## config.mk

```make
export PLATFORM = sky130hd
export DESIGN_NAME = pipe_hazard_ctrl
export DESIGN_NICKNAME = d
export VERILOG_FILES = /design/src/rtl/pipe_hazard_ctrl_pkg.sv /design/src/rtl/pipe_hazard_ctrl_fwd.sv /design/src/rtl/pipe_hazard_ctrl.sv
export SDC_FILE = /design/constraint.sdc
export NUM_CORES = 1
export LEC_CHECK = 0
export CAP_MARGIN = 20
export CORE_MARGIN = 5
export CORE_UTILIZATION = 46
export DETAILED_ROUTE_END_ITERATION = 12
export PLACE_DENSITY = 0.88
export SETUP_SLACK_MARGIN = 0.4
export SYNTH_ARGS = -nofsm -noshare
export SYNTH_HDL_FRONTEND = slang
export SYNTH_HIERARCHICAL = 1
export SYNTH_SLANG_ARGS = --single-unit
```

## constraint.sdc

```tcl
create_clock -name clk -period 3.05 [get_ports clk]
set_input_delay 0.61 -clock clk [delete_from_list [all_inputs] [get_ports clk]]
set_output_delay 0.61 -clock clk [all_outputs]
set_load 0.05 [all_outputs]
```

## src/rtl/pipe_hazard_ctrl_pkg.sv

```systemverilog
// Shared definitions for the pipeline hazard controller: forwarding encodings,
// FSM state codes, default latencies and the register-match helper.
package pipe_pkg;

  localparam int DEF_MUL_LAT = 4;
  localparam int DEF_DIV_LAT = 33;
  localparam int DEF_CNT_W   = 6;
  localparam int DEF_STAT_W  = 16;

  localparam logic [1:0] FWD_RF  = 2'b00;
  localparam logic [1:0] FWD_EXE = 2'b01;
  localparam logic [1:0] FWD_MEM = 2'b10;

  localparam logic [0:0] ST_IDLE = 1'b0;
  localparam logic [0:0] ST_BUSY = 1'b1;

  // $0 is hardwired to zero, so it can never be a real producer.
  function automatic logic reg_match(input logic [4:0] a, input logic [4:0] b);
    return (a != 5'd0) && (a == b);
  endfunction

endpackage

```

## src/rtl/pipe_hazard_ctrl_fwd.sv

```systemverilog
// Forwarding select for one EXE operand; the younger EXE result wins over MEM,
// and a load in EXE cannot forward because its data is not ready yet.
module pipe_fwd_unit
  import pipe_pkg::*;
(
  input  logic [4:0] src_addr,
  input  logic       src_used,
  input  logic       exe_rf_we,
  input  logic       exe_is_load,
  input  logic [4:0] exe_rf_waddr,
  input  logic       mem_rf_we,
  input  logic [4:0] mem_rf_waddr,
  output logic [1:0] fwd_sel
);

  always_comb begin
    // NOTE: default assignment first so every path drives fwd_sel; no latch.
    fwd_sel = FWD_RF;
    if (src_used && exe_rf_we && !exe_is_load && reg_match(src_addr, exe_rf_waddr)) begin
      fwd_sel = FWD_EXE;
    end else if (src_used && mem_rf_we && reg_match(src_addr, mem_rf_waddr)) begin
      fwd_sel = FWD_MEM;
    end
  end

endmodule

```

## src/rtl/pipe_hazard_ctrl.sv

```systemverilog
// Hazard/stall controller beside ID: load-use stall, branch flush, MDU hold
// sequencing, EXE operand forwarding and a saturating stall-cycle counter.
module pipe_hazard_ctrl
  import pipe_pkg::*;
#(
  parameter int MUL_LAT = DEF_MUL_LAT,
  parameter int DIV_LAT = DEF_DIV_LAT,
  parameter int CNT_W   = DEF_CNT_W,
  parameter int STAT_W  = DEF_STAT_W
) (
  input  logic              clk,
  input  logic              reset,
  input  logic [4:0]        id_rs_addr,
  input  logic [4:0]        id_rt_addr,
  input  logic              id_rs_used,
  input  logic              id_rt_used,
  input  logic              id_is_mdu,
  input  logic              id_mdu_div,
  input  logic              id_branch_taken,
  input  logic              exe_rf_we,
  input  logic [4:0]        exe_rf_waddr,
  input  logic              exe_is_load,
  input  logic              mem_rf_we,
  input  logic [4:0]        mem_rf_waddr,
  output logic              pc_we,
  output logic              ifid_we,
  output logic              ifid_flush,
  output logic              idexe_we,
  output logic              idexe_bubble,
  output logic [1:0]        fwd_a_sel,
  output logic [1:0]        fwd_b_sel,
  output logic              mdu_start,
  output logic              mdu_busy,
  output logic [STAT_W-1:0] stall_cycles
);

  logic [0:0]        state_q, state_d;
  logic [CNT_W-1:0]  cnt_q, cnt_d;
  logic [STAT_W-1:0] stall_q, stall_d;
  logic [1:0]        fwd_a, fwd_b;
  logic              load_use;

  pipe_fwd_unit u_fwd_a (
    .src_addr     (id_rs_addr),
    .src_used     (id_rs_used),
    .exe_rf_we    (exe_rf_we),
    .exe_is_load  (exe_is_load),
    .exe_rf_waddr (exe_rf_waddr),
    .mem_rf_we    (mem_rf_we),
    .mem_rf_waddr (mem_rf_waddr),
    .fwd_sel      (fwd_a)
  );

  pipe_fwd_unit u_fwd_b (
    .src_addr     (id_rt_addr),
    .src_used     (id_rt_used),
    .exe_rf_we    (exe_rf_we),
    .exe_is_load  (exe_is_load),
    .exe_rf_waddr (exe_rf_waddr),
    .mem_rf_we    (mem_rf_we),
    .mem_rf_waddr (mem_rf_waddr),
    .fwd_sel      (fwd_b)
  );

  assign load_use = exe_is_load && exe_rf_we &&
                    ((id_rs_used && reg_match(id_rs_addr, exe_rf_waddr)) ||
                     (id_rt_used && reg_match(id_rt_addr, exe_rf_waddr)));

  assign fwd_a_sel = reset ? FWD_RF : fwd_a;
  assign fwd_b_sel = reset ? FWD_RF : fwd_b;

  always_comb begin
    state_d      = state_q;
    cnt_d        = cnt_q;
    pc_we        = 1'b1;
    ifid_we      = 1'b1;
    idexe_we     = 1'b1;
    ifid_flush   = 1'b0;
    idexe_bubble = 1'b0;
    mdu_start    = 1'b0;
    if (reset) begin
      pc_we        = 1'b0;
      ifid_we      = 1'b0;
      idexe_we     = 1'b0;
      idexe_bubble = 1'b1;
    end else begin
      case (state_q)
        ST_IDLE: begin
          if (load_use) begin
            pc_we        = 1'b0;
            ifid_we      = 1'b0;
            idexe_bubble = 1'b1;
          end else if (id_is_mdu) begin
            mdu_start = 1'b1;
            cnt_d     = id_mdu_div ? CNT_W'(DIV_LAT - 1) : CNT_W'(MUL_LAT - 1);
            state_d   = ST_BUSY;
          end else if (id_branch_taken) begin
            ifid_flush = 1'b1;
          end
        end
        default: begin
          // Front end frozen; bubbles keep EXE clean while the MDU works.
          pc_we        = 1'b0;
          ifid_we      = 1'b0;
          idexe_bubble = 1'b1;
          if (cnt_q == '0) begin
            state_d = ST_IDLE;
          end else begin
            cnt_d = cnt_q - 1'b1;
          end
        end
      endcase
    end
  end

  assign stall_d = (!pc_we && (stall_q != {STAT_W{1'b1}})) ? stall_q + 1'b1 : stall_q;

  // NOTE: non-blocking assignments for all flops so every register samples pre-edge values.
  always_ff @(posedge clk or posedge reset) begin
    if (reset) begin
      state_q <= ST_IDLE;
      cnt_q   <= '0;
      stall_q <= '0;
    end else begin
      state_q <= state_d;
      cnt_q   <= cnt_d;
      stall_q <= stall_d;
    end
  end

  assign mdu_busy     = (state_q == ST_BUSY);
  assign stall_cycles = stall_q;

endmodule
```

==> impl.org, run 1 <==
** Outcome
- Outcome :: finished, final reports clean

** Clock tree
- Buffer type at the clock tree root :: sky130_fd_sc_hd__clkbuf_8
- TritonCTS built the clock tree.
- Worst skew pair latency :: 0.26 ns
- Sink Count :: 23
- Counting the buffers created by CTS gives 3.
- The number of hold buffers added after CTS was 0.
- Number of H-tree levels :: 1
- After clock tree synthesis, the clock-pin slew on the worst setup and hold paths is 0.08 ns.
- No sink is reached through more buffers than the 2 on the longest clock path.

** Yosys
- Cell accounting for the most synthesized area :: sky130_fd_sc_hd__dfrtp_1
- Post-synth top flop :: sky130_fd_sc_hd__dfrtp_1
- Yosys mapped the design onto 39 distinct sky130hd cell types.
- After synthesis, the cell types taking the most area are sky130_fd_sc_hd__dfrtp_1, sky130_fd_sc_hd__xnor2_1, sky130_fd_sc_hd__xor2_1.
- Post-synthesis instance area :: 0.00171 mm²
- The Yosys step of the flow raised 6 warnings.
- The number of nets in the synthesized netlist is 211.
- Area share of the largest cell type after synthesis :: 0.336
- Share of synthesized area occupied by flip-flops and latches :: 0.336
- In this run, synthesis produced a sequential element count of 23.
- Fraction of registers with async set or reset after synthesis :: 1.00
- Synthesis handed over a netlist of 178 instances.
- The synthesized design contains 0 enable-type register cells.
- Post-synthesis area per instance :: 9.62 µm²

** Critical path
- Data arrival, critical path :: 2.40 ns
- Type of the worst setup path :: input port to output port
- Element type at the critical path start :: input port
- The worst register-to-register path has a setup slack of 0.92 ns.
- Along the worst path, the maximum fanout reaches 3.
- Counting cells, the worst reg-to-reg path comes to 6.
- Req. time, crit path :: 2.44 ns
- CP endpoint kind :: output port

** Detailed routing
- Iteration-0 DRC count of the detailed router :: 124
- Detail Route Antenna Nets :: 0
- For this block, the routed nets add up to 5.37 mm of wire.
- In the final routed layout, each cell accounts on average for 16.4 µm.
- For this run, the detailed router's first-pass iteration total came to 4.
- Total number of vias :: 1795
- In the routed layout, each cell is associated on average with a via count of 5.47.
- For this run, design rule violations remaining after detail routing come to 0.

** Die
- Floorplan Core Area :: 0.00363 mm²
- The die covers 0.00504 mm².
- Number of placed I/O pins :: 57
- Chip Height :: 71 µm
- The initial utilization of the core area, before any placement, comes to 0.471.
- Horizontal die dimension :: 71 µm
- The floorplan has 22 rows.

** Layout
- Number of nets in the final layout :: 314
- Of the cells placed in the final design, the portion with a size suffix greater than 1 is 0.361.
- Growth of design area from synthesis to finish :: 68.5%
- Commonest cells after routing, fill and taps aside :: sky130_fd_sc_hd__buf_4, sky130_fd_sc_hd__xnor2_1, sky130_fd_sc_hd__clkdlybuf4s50_1
- Post-route cell area :: 0.00288 mm²
- Once layout is complete, the utilization of the core stands at 0.794.
- The number of antenna diodes in the final layout is 0.
- Most common cell after layout, fill and taps aside :: sky130_fd_sc_hd__buf_4

** STA
- Final setup margin :: 0.0406 ns
- Layout Skew :: 0.00234 ns
- Final hold violation count :: 0
- Number of failing setup endpoints in the final timing report :: 0
- Transition at the pin with the smallest max-transition slack :: 0.585 ns
- Final period demand of the worst path :: 3.01 ns
- The final-report max-slew violation count came to 0.
- Rel. slew slack :: 0.607
- Hold Worst Slack :: 0.490 ns
- Unrepaired setup endpoints after global routing :: true
- Highest attainable clock frequency :: 0.332 GHz
- Final clock period utilization by the worst path :: 0.987

** Global route
- Met2 Resource Use GR :: 0.374
- For met1 alone, demand over resource in global routing was 0.242.
- met2 is the most crowded layer.
- Initial antenna violation count :: 0
- Largest net degree at the start of global routing :: 24
- Global routing finished with a remaining overflow of 0.
- The first global-routing pass estimated 8.33 mm of wire.
- The via count of the first global-routing pass is 1751.
- Across every metal layer, demand over resource in global routing totals 0.204.
- For met3 alone, demand over resource in global routing was 0.0284.

** Placed design
- Setup WS pre-CTS :: -0.320 ns
- In this run the cell area measured after placement is 0.00263 mm².
- The wire-length estimate of the detail-placed layout is 3.83 mm.
- Port Buffers :: 56
- The congestion estimate from routability-driven global placement came to 0.932.

** Hold path
- Counting instances, the worst hold path has a depth of 1.
- The path class of the tightest hold or removal check is flop to flop.

** Power and ir drop
- The analysis attributes to cell leakage a power of 0.00118 µW.
- Of the total power, combinational logic draws 0.504.
- Share of total power in sequential cells :: 0.359
- Internal Dissipation :: 803 µW
- Share of total power in the clock network :: 0.138
- Power density over cell area :: 484 mW/mm²
- Of the total power, the share spent switching nets is 0.425.
- Overall power consumption after layout is estimated at 1400 µW.
- Summed over all nets, the switching power comes to 593 µW.
- Largest voltage drop on the vdd net :: 0.000362 V

** Run
- Maximum capacitance violations :: 0
[worst paths after layout]
check                                       startpoint                            to
max in group asynchronous                        reset          cnt_q[3]$_DFFE_PP0P_
hold reg to reg            stall_cycles[9]$_DFFE_PP0P_   stall_cycles[9]$_DFFE_PP0P_
setup / recovery                       exe_rf_waddr[4]                    ifid_flush
min in group asynchronous                        reset   stall_cycles[1]$_DFFE_PP0P_
hold / removal             stall_cycles[9]$_DFFE_PP0P_   stall_cycles[9]$_DFFE_PP0P_
setup reg to reg           stall_cycles[7]$_DFFE_PP0P_  stall_cycles[14]$_DFFE_PP0P_
[synth_stat cells, types with 4 or more instances]
| cell type | n |
|---|---|
| sky130_fd_sc_hd__nor2_1 | 6 |
| sky130_fd_sc_hd__nand3_1 | 16 |
| sky130_fd_sc_hd__and3_1 | 6 |
| sky130_fd_sc_hd__nand4_1 | 6 |
| sky130_fd_sc_hd__xnor2_1 | 32 |
| sky130_fd_sc_hd__inv_1 | 6 |
| sky130_fd_sc_hd__nor4_1 | 7 |
| sky130_fd_sc_hd__xor2_1 | 11 |
| sky130_fd_sc_hd__dfrtp_1 | 23 |
| sky130_fd_sc_hd__nor2b_1 | 6 |
| sky130_fd_sc_hd__nor3_1 | 6 |
| sky130_fd_sc_hd__nand2_1 | 6 |
| sky130_fd_sc_hd__nand2b_1 | 4 |
[registers in the layout, indices dropped and copies added, names as in the netlist]
register / cells
mdu_busy: 1
stall_cycles: 16
cnt_q: 6
[layer usage]
metal / part of all wire / vias up
met3: 0.043 / 12
met2: 0.53 / 64
met4: 0.023 / 0
met1: 0.40 / 867
met5: 0 / -
li1: - / 852
[timing repair]
| item | in CTS | in global routing |
|---|---|---|
| cloned | 0 | 0 |
| gates resized for setup | 80 | 22 |
| pin swaps | 19 | 15 |
| setup endpoints to repair | 29 | 9 |
| setup buffers | 9 | 6 |
[through the flow]
step                setup TNS [ns]  cells
global route               -0.0197    328
CTS                              0    322
finish                           0    328
detailed placement           -1.62    309
global placement             -1.24    309
floorplan                        0    178
[power groups by stage]
stage	clock network [µW]	logic (µW)	registers (µW)
6_report	192	703	500
2_1_floorplan	0	267	659
3_5_place_dp	0	678	505
5_1_grt	214	753	517
4_1_cts	191	689	499
3_3_place_gp	0	659	496
[cell families (layout without fill, tap and decap cells)]
| group | count (synthesis) | after routing | share of synthesized area |
|---|---|---|---|
| AOI/OAI and AO/OA | 13 | 13 | 0.0680 |
| xor gates and xnor gates | 43 | 43 | 0.220 |
| adders and majority gates | 3 | 3 | 0.0219 |
| buffers and inverters | 10 | 112 | 0.0307 |
| DFF | 23 | 23 | 0.336 |
| muxes | 3 | 3 | 0.0219 |
| and+or+nand+nor | 83 | 83 | 0.301 |
[final cells by class]
class / count / area (µm²)
Inverter: 7 / 37.5
Fill cell: 221 / 749
Timing Repair Buffer: 101 / 983
Clock inverter: 1 / 5.00
Tap cell: 48 / 60.1
Clock buffer: 3 / 41.3
Sequential cell: 23 / 576
Multi-Input combinational cell: 145 / 1180
[critical path, stage by stage]
cell and delay (ns):
sky130_fd_sc_hd__clkdlybuf4s15_1 0.24, sky130_fd_sc_hd__o41ai_2 0.43, sky130_fd_sc_hd__buf_4 0.19, sky130_fd_sc_hd__a2111oi_4 0.06, sky130_fd_sc_hd__or4_4 0.47, sky130_fd_sc_hd__inv_8 0.07
sky130_fd_sc_hd__and3_4 0.19, sky130_fd_sc_hd__buf_12 0.13
Power figures use the tool's default switching activity.
==> run 2: changes to the inputs <==
Settings changed: CTS_CLUSTER_DIAMETER set to 50.
==> results of run 2 <==
Same layout as run 1: the final DEF is identical, and so are final timing and power.
